$ cat src/rtl/alu9_pkg.sv
// Shared 9-bit sign-magnitude types and helpers for the min/max pooling reducers.
// Order: any negative below any positive; -0 and +0 compare equal.
package alu9_pkg;

    typedef logic [8:0] sm9_t;

    localparam sm9_t SM9_POS_MAX = 9'h0FF;
    localparam sm9_t SM9_ZERO    = 9'h000;

    typedef enum logic [0:0] {
        ACCUM = 1'b0,
        HOLD  = 1'b1
    } pool_state_t;

    // Strict a < b; a zero magnitude is treated as positive regardless of its sign bit.
    function automatic logic sm9_lt(input sm9_t a, input sm9_t b);
        logic a_neg;
        logic b_neg;
        a_neg = a[8] & (a[7:0] != 8'h00);
        b_neg = b[8] & (b[7:0] != 8'h00);
        if (a_neg != b_neg) begin
            sm9_lt = a_neg;
        end else if (a_neg) begin
            sm9_lt = (a[7:0] > b[7:0]);
        end else begin
            sm9_lt = (a[7:0] < b[7:0]);
        end
    endfunction

    function automatic sm9_t sm9_norm(input sm9_t a);
        sm9_norm = (a[7:0] == 8'h00) ? SM9_ZERO : a;
    endfunction

endpackage

$ cat src/rtl/min_9bit.sv
// Two-input sign-magnitude minimum selector; on a tie the result is inputB.
module min_9bit
    import alu9_pkg::*;
(
    input  sm9_t inputA,
    input  sm9_t inputB,
    output sm9_t out,
    output logic a_lt_b
);

    logic w_a_lt_b;

    // Strict comparison so that ties keep the incumbent on inputB.
    always_comb begin
        w_a_lt_b = sm9_lt(inputA, inputB);
        if (w_a_lt_b) begin
            out = inputA;
        end else begin
            out = inputB;
        end
    end

    assign a_lt_b = w_a_lt_b;

endmodule

$ cat src/rtl/min_pool_9bit.sv
// Streaming min-pool over WINDOW sign-magnitude samples with valid/ready on both sides.
// Optional argmin output enabled by defining MIN_POOL_ARGMIN_EN.
module min_pool_9bit
    import alu9_pkg::*;
#(
    parameter int WINDOW = 4
) (
    input  logic       clk,
    input  logic       rst,
    input  logic       in_valid,
    output logic       in_ready,
    input  logic [8:0] in_data,
    output logic       out_valid,
    input  logic       out_ready,
    output logic [8:0] out_data
`ifdef MIN_POOL_ARGMIN_EN
    ,
    output logic [7:0] out_idx
`endif
);

    localparam logic [7:0] LAST_CNT = 8'(WINDOW - 1);

    pool_state_t r_state;
    logic [7:0]  r_cnt;
    sm9_t        r_acc;
    logic        r_out_valid;
    sm9_t        r_out_data;
    sm9_t        w_min;
    logic        w_new_lt;
    logic        w_in_fire;
`ifdef MIN_POOL_ARGMIN_EN
    logic [7:0]  r_idx;
    logic [7:0]  r_out_idx;
`endif

    // New sample on A, incumbent on B, so equal values keep the earlier sample.
    min_9bit u_min (
        .inputA (in_data),
        .inputB (r_acc),
        .out    (w_min),
        .a_lt_b (w_new_lt)
    );

    // In HOLD the next window may start on the same cycle the result drains.
    assign in_ready  = (r_state == ACCUM) ? 1'b1 : out_ready;
    assign w_in_fire = in_valid & in_ready;

    // Window accumulation and result hand-off FSM.
    always_ff @(posedge clk or posedge rst) begin
        if (rst) begin
            r_state     <= ACCUM;
            r_cnt       <= 8'd0;
            r_acc       <= SM9_POS_MAX;
            r_out_valid <= 1'b0;
            r_out_data  <= SM9_ZERO;
`ifdef MIN_POOL_ARGMIN_EN
            r_idx       <= 8'd0;
            r_out_idx   <= 8'd0;
`endif
        end else begin
            case (r_state)
                ACCUM: begin
                    if (w_in_fire) begin
                        if (r_cnt == 8'd0) begin
                            r_acc <= in_data;
`ifdef MIN_POOL_ARGMIN_EN
                            r_idx <= 8'd0;
`endif
                        end else if (w_new_lt) begin
                            r_acc <= in_data;
`ifdef MIN_POOL_ARGMIN_EN
                            r_idx <= r_cnt;
`endif
                        end
                        if (r_cnt == LAST_CNT) begin
                            r_out_data  <= sm9_norm(w_min);
                            r_out_valid <= 1'b1;
                            r_cnt       <= 8'd0;
                            r_state     <= HOLD;
`ifdef MIN_POOL_ARGMIN_EN
                            r_out_idx   <= w_new_lt ? r_cnt : r_idx;
`endif
                        end else begin
                            r_cnt <= r_cnt + 8'd1;
                        end
                    end
                end
                HOLD: begin
                    if (out_ready) begin
                        r_out_valid <= 1'b0;
                        r_state     <= ACCUM;
                        if (in_valid) begin
                            r_acc <= in_data;
                            r_cnt <= 8'd1;
`ifdef MIN_POOL_ARGMIN_EN
                            r_idx <= 8'd0;
`endif
                        end
                    end
                end
                default: begin
                    r_state <= ACCUM;
                end
            endcase
        end
    end

    assign out_valid = r_out_valid;
    assign out_data  = r_out_data;
`ifdef MIN_POOL_ARGMIN_EN
    assign out_idx   = r_out_idx;
`endif

endmodule

$ cat config.mk
export PLATFORM = sky130hd
export DESIGN_NAME = min_pool_9bit
export DESIGN_NICKNAME = d
export VERILOG_FILES = /design/src/rtl/alu9_pkg.sv /design/src/rtl/min_9bit.sv /design/src/rtl/min_pool_9bit.sv
export SDC_FILE = /design/constraint.sdc
export NUM_CORES = 1
export LEC_CHECK = 0
export ABC_CLOCK_PERIOD_IN_PS = 7800
export BUFFER_PORTS_ARGS = -buffer_cell sky130_fd_sc_hd__buf_2
export CAP_MARGIN = 15
export CELL_PAD_IN_SITES_DETAIL_PLACEMENT = 1
export CELL_PAD_IN_SITES_GLOBAL_PLACEMENT = 1
export CORE_MARGIN = 3
export CORE_UTILIZATION = 46
export DETAILED_ROUTE_END_ITERATION = 12
export MAX_ROUTING_LAYER = met4
export PLACE_DENSITY_LB_ADDON = 0.08
export SYNTH_ARGS = -nofsm -noshare
export SYNTH_HDL_FRONTEND = slang
export SYNTH_SLANG_ARGS = --single-unit
$ cat constraint.sdc
create_clock -name clk -period 7.8 [get_ports clk]
set_input_delay 0.78 -clock clk [delete_from_list [all_inputs] [get_ports clk]]
set_output_delay 0.78 -clock clk [all_outputs]
set_load 0.01 [all_outputs]
==> results.cfg, run 1 <==
[floorplanning]
row_count = 20
ios = 24
die_w_um = 64.7
die_h_um = 64.7
start_util_pct = 49.9
design.core.area_sq_um = 3180
dieArea_sq_um = 4190

[logic_synthesis]
synth-edff-count = 0
synth_ff_type = dfrtp_1
synth_fp_nets = 182
ys_ff_latch = 28
synth_cell_types = 37
synth_warnings = 0
syn-cell-area_sq_um = 1590
async_flop_share_pct = 100
syn_inst = 159
synth_area_per_cell_sq_um = 9.97
ys_seq_area_share_pct = 44.8

[finish]
area.growth.synth_to_final_pct = 14.6
layoutNonFillerInstCount = 229
multiInputGateArea_sq_um = 831
final-seq-area_sq_um = 711
fill_cells = 390
layout_common_cells = buf_2 (23), dfrtp_1 (20), nor2_1 (17)
final_util_pct = 57.2
diodes = 0
fin_nets = 209
final_common_cell = buf_2
drive_above_1_share_pct = 27.6
fin_area_sq_um = 1820

[grt]
grt_pass1_vias = 1322
grt_max_degree = 29
grt_use_total_pct = 20.7
antenna_found_initial = 0
grt_first_pass_wirelength_um = 6730
grt-ovfl-total = 0

[timing]
hold_slack_ns = 0.329
tightest_slew_ns = 1.05
clock.fmax_mhz = 356
fin_ws_ns = 4.99
setup_violations = 0
tns_ns = 0
hold_viol_final = 0
fin_skew_ns = 0.00550
rsz0062_at_grt = false
fin_crit_ns = 2.81
relSlewSlack_pct = 29.9
min_period_over_period_pct = 36.0
drv_slew = 0

[clocking]
cts.sinks = 28
root_buffer = clkbuf_4
clk_pin_slew_ns = 0.15
ctsHoldBuffers = 0
cts_buffer_depth = 2
cts_buffers = 3
cts_tree = built
clock_latency_ns = 0.33
post_cts_resized = 0
cts_setup_buffers = 0
htreeDepth = 1

[flow_run]
maxCapViolations = 0

[detailed_routing]
top_layer = met4
totalWireLength_um = 3800
wl_met3_um = 215
initialDrtViolationCount = 71
drc = 0
wl_met2_um = 1690
drt-pass1-iter-count = 4
vias = 1327
wl_met1_um = 1870
ant_nets = 0
wl_per_cell_um = 16.6
via_per_inst = 5.79

[worst_setup_path]
worstPathRequired_ns = 8.04
worstPathArrival_ns = 3.05
cp_cell_sequence = inv_1, ha_1, a211oi_1, nor2_1, o21a_1, a311oi_2, a211oi_4, mux2_2
crit_slowest_cell = a311oi_2
r2r_end = r_acc[8]
crit_path_start = r_acc[5]
worstPathMaxFanout = 9
endpoint = r_acc[8]
setup.worst_path.class = reg -> reg
cp-end-kind = flip-flop
r2r-start = r_acc[5]
slowest_delay_ns = 0.60
r2r_slack_ns = 4.99
worstRegToRegCells = 8
start_kind = flip-flop

[placed_design]
place_inst = 224
hpwl_um = 2990
port_buffers = 23
place_ws_ns = 4.71
place_congestion = 0.906
place_area_sq_um = 1750

[power]
p_leak_nw = 0.804
fin_total_pwr_mw = 0.708
power.density_nw_per_um2 = 390
ir_drop_mv = 0.190

[worst_hold_path]
hold_path.class = in -> async

[status]
status = complete, no violations
[power by group]
part	internal (mW)	leakage (nW)	total, mW	switching, mW
Sequential	0.227	0.327	0.286	0.0590
Clock	0.0286	0.0210	0.0711	0.0425
Combinational	0.151	0.456	0.350	0.199
Total	0.407	0.804	0.708	0.301
[sequential cells by signal, summed over array words and instances, names as in the netlist]
register / cells
out_data: 9
out_valid: 1
r_acc: 9
r_cnt: 8
r_state: 1
[Yosys cell counts (2+ instances only)]
cell | n | area [sq um]
mux2_2 | 9 | 101
nand2b_1 | 2 | 12.5
a31oi_1 | 9 | 56.3
and4_1 | 2 | 17.5
nand2_1 | 7 | 26.3
nand4_1 | 4 | 25.0
nor2_1 | 17 | 63.8
nand3_1 | 10 | 50.1
ha_1 | 10 | 125
o21ai_0 | 15 | 75.1
inv_1 | 11 | 41.3
a21oi_1 | 4 | 20.0
dfstp_2 | 8 | 210
or4_1 | 5 | 37.5
dfrtp_1 | 20 | 500
clkbuf_1 | 2 | 7.51
xor2_1 | 4 | 35.0
[metal layers]
metal  vias up  track usage [%]
met4         0             3.17
met2        40             29.6
met3         3             2.25
met5         -                -
met1       644             32.0
li1        640                -
[final cells by class]
type	instances	share of cell area, %
multi-input combinational	118	45.7
sequential	28	39.1
timing repair buffer	24	7.85
tap	44	3.03
inverter	11	2.27
clock buffer	4	2.00
[cells by family (layout without fill, tap and decap cells)]
kind of cell | count (synthesis) | after routing | synth area share (%)
muxes | 9 | 9 | 6.39
xor gates and xnor gates | 4 | 4 | 2.21
and+or+nand+nor | 53 | 53 | 17.4
DFF | 28 | 28 | 44.8
adders and majority gates | 10 | 10 | 7.89
buffers and inverters | 13 | 39 | 3.08
AOI/OAI and AO/OA | 42 | 42 | 18.2
[how the worst min path moves through the flow]
stage / startpoint / end / slack, ns
6_report: rst / r_state / 0.33
5_1_grt: rst / r_state / 0.30
4_1_cts: out_valid / out_valid / 0.50
3_5_place_dp: out_valid / out_valid / 0.46
3_3_place_gp: out_valid / out_valid / 0.45
2_1_floorplan: r_acc[8] / r_acc[8] / 0.47
[worst max-delay path: cells and delay by family (launching register included)]
| kind | cells | cell delay (ns) |
|---|---|---|
| buffers and inverters | 1 | 0.06 |
| AO/OA/AOI/OAI | 4 | 1.31 |
| adder cells (fa/ha/maj) | 1 | 0.30 |
| multiplexers | 1 | 0.32 |
| flip-flops | 1 | 0.58 |
| AND/OR/NAND/NOR | 1 | 0.14 |
Note: power is estimated with default switching activity, not from simulation.
==> run 2: changes to the inputs <==
--- a/config.mk
+++ b/config.mk
@@ -5,13 +5,14 @@
 export SDC_FILE = /design/constraint.sdc
 export NUM_CORES = 1
 export LEC_CHECK = 0
-export ABC_CLOCK_PERIOD_IN_PS = 7800
+export ABC_AREA = 1
+export ABC_CLOCK_PERIOD_IN_PS = 2300
 export BUFFER_PORTS_ARGS = -buffer_cell sky130_fd_sc_hd__buf_2
 export CAP_MARGIN = 15
 export CELL_PAD_IN_SITES_DETAIL_PLACEMENT = 1
 export CELL_PAD_IN_SITES_GLOBAL_PLACEMENT = 1
 export CORE_MARGIN = 3
-export CORE_UTILIZATION = 46
+export CORE_UTILIZATION = 37
 export DETAILED_ROUTE_END_ITERATION = 12
 export MAX_ROUTING_LAYER = met4
 export PLACE_DENSITY_LB_ADDON = 0.08
==> constraint.sdc (replaced) <==
create_clock -name clk -period 2.3 [get_ports clk]
set_input_delay 0.23 -clock clk [delete_from_list [all_inputs] [get_ports clk]]
set_output_delay 0.23 -clock clk [all_outputs]
set_load 0.01 [all_outputs]
==> results.cfg, run 2 <==
[timing]
setup_violations = 0
min_period_over_period_pct = 91.8
relSlewSlack_pct = 60.0
fin_skew_ns = 0.00168
clock.fmax_mhz = 473
hold_viol_final = 0
drv_slew = 0
fin_crit_ns = 2.11
tightest_slew_ns = 0.600

[detailed_routing]
via_per_inst = 5.05
wl_per_cell_um = 14.7
totalWireLength_um = 4660
initialDrtViolationCount = 48
ant_nets = 0
drt-pass1-iter-count = 4
vias = 1602
drc = 0

[finish]
diodes = 0
final_common_cell = nand2_1
fin_area_sq_um = 2150
layoutNonFillerInstCount = 317
drive_above_1_share_pct = 27.9
fin_nets = 289
layout_common_cells = nand2_1 (53), inv_1 (30), buf_2 (23)
fill_cells = 549
area.growth.synth_to_final_pct = 26.3

[logic_synthesis]
synth_compound_area_share_pct = 13.8
syn-cell-area_sq_um = 1700
synth_most_common_cell = nand2_1
synth_fp_nets = 254
synthXorXnorAreaFrac_pct = 0
ys_seq_area_share_pct = 41.7
synth-edff-count = 0
synth_warnings = 0
muxShareOfSynthArea_pct = 0
syn_inst = 231
synth_common_cells = nand2_1 (61), inv_1 (33), o21ai_0 (21), dfrtp_1 (20), nor2_1 (20)
post_synth_and_or_nand_nor_area_fraction_pct = 28.2
async_flop_share_pct = 100
netlist_top_cells_area = dfrtp_1 (29%), nand2_1 (13%), dfstp_2 (12%)
synthAdderAreaFrac_pct = 7.35
synth_top_cell_area_share_pct = 29.4
synth_cell_types = 23
synth_top_cell_by_area = dfrtp_1
synth_area_per_cell_sq_um = 7.37
ys_ff_latch = 28
synth_ff_type = dfrtp_1
synth_top_family_by_area = simple AND/OR/NAND/NOR gates

[placed_design]
place_congestion = 0.847
place_inst = 309
place_area_sq_um = 1920
port_buffers = 23
hpwl_um = 3430

[clocking]
cts_buffers = 3
clock_latency_ns = 0.28
ctsHoldBuffers = 0
htreeDepth = 1
clk_pin_slew_ns = 0.10
cts_buffer_depth = 2
cts.sinks = 28
cts_tree = built
root_buffer = clkbuf_8

[floorplanning]
design.core.area_sq_um = 4410
die_h_um = 73.8
die_w_um = 73.8
ios = 24
dieArea_sq_um = 5450
start_util_pct = 38.6
row_count = 24

[worst_setup_path]
start_kind = flip-flop
crit_slowest_cell = dfstp_2
worstPathRequired_ns = 2.48
setup.worst_path.class = reg -> reg
r2r_slack_ns = 0.19
worstRegToRegCells = 15
r2r-start = r_acc[6]
cp-end-kind = flip-flop
r2r_end = out_data[8]
cp_common_cell = nand2_1
slowest_delay_ns = 0.54
worstPathMaxFanout = 5
cp_cell_sequence = inv_2, ha_1, nand2_2, nor2_2, nand4_1, nand2_4, nand2_8, nand2_8, nand2_1, nand2_1, nand2_1, nor2_1, nand2_1, nand2_1, nand2_1
worstPathArrival_ns = 2.29

[status]
status = complete, no violations

[power]
power.density_nw_per_um2 = 1400
ir_drop_mv = 0.445
p_leak_nw = 1.07

[grt]
grt-ovfl-total = 0
grt_first_pass_wirelength_um = 7430
grt_pass1_vias = 1512
antenna_found_initial = 0
grt_max_degree = 29
grt_use_total_pct = 18.0

[worst_hold_path]
hold_path.class = in -> async

[flow_run]
maxCapViolations = 0
## run 2: cell types whose count changed after synthesis, moves of 3 or more
cell      delta
a21oi_1      +3
o211ai_1     +5
a31oi_1      -9
inv_1       +22
nor3_1       +7
nand2_1     +54
mux2_2       -9
o21ai_1      +3
nor2_1       +3
or4_1        -5
o22ai_1      +3
nand2_2      +3
o21ai_0      +6
xor2_1       -4
## run 2: timing repair
item / 4_1_cts / 5_1_grt
endpoints found under the setup margin: 0 / 7
setup buffers: 0 / 2
gates resized for setup: 0 / 23
## run 2: how the worst max path moves through the flow
stage / end / from / depth (start not counted) / slack (ns)
floorplan: out_data[8] / r_acc[7] / 15 / 0.35
global placement: out_data[8] / r_acc[7] / 15 / 0.15
detailed placement: out_data[8] / r_acc[7] / 15 / 0.13
CTS: out_data[8] / r_acc[7] / 15 / 0.07
global route: out_data[8] / r_acc[4] / 15 / -0.02
finish: out_data[8] / r_acc[6] / 15 / 0.19
## run 2: critical path, delay by kind of cell (launching register included)
family / cells / cell delay [ns]
flops: 1 / 0.54
buf+inv: 1 / 0.05
fa+ha+maj: 1 / 0.28
simple gates: 13 / 1.13
## run 2: cell families after synthesis
| logic type | count (synthesis) |
|---|---|
| buffers and inverters | 40 |
| AND/OR/NAND/NOR | 111 |
| flip-flops | 28 |
| AO/OA/AOI/OAI | 42 |
| adder cells (fa/ha/maj) | 10 |
## run 2: area by class of cell
class	count	area, sq um	area share (%)
Multi-Input combinational cell	165	982	45.7
Timing Repair Buffer	33	190	8.84
Clock inverter	1	30.0	1.40
Tap cell	52	65.1	3.03
Inverter	35	131	6.11
Clock buffer	3	41.3	1.92
Sequential cell	28	711	33.0
## run 2: power by group
part           internal [mW]  switching (mW)
clock network          0.233           0.167
registers              0.747           0.110
logic                  0.659            1.09
total                   1.64            1.37
## run 2: layer usage
| layer | GRT usage (%) | routed length [um] | vias to the layer above |
|---|---|---|---|
| li1 | - | - | 824 |
| met1 | 26.9 | 2420 | 746 |
| met2 | 26.0 | 2050 | 26 |
| met3 | 2.05 | 136 | 6 |
| met4 | 3.62 | 57 | 0 |
| met5 | - | 0 | - |
## run 2: metrics by stage
step	setup slack, ns	total power, mW	hold WS (ns)	TNS (ns)	utilization (%)
floorplan	0.351	1.83	0.289	0	-
global placement	0.150	2.28	0.320	0	43.6
detailed placement	0.132	2.30	0.337	0	43.6
CTS	0.0741	2.71	0.0300	0	45.2
global route	-0.0162	3.30	0.0318	-0.0162	48.7
finish	0.188	3.00	0.000482	0	48.7
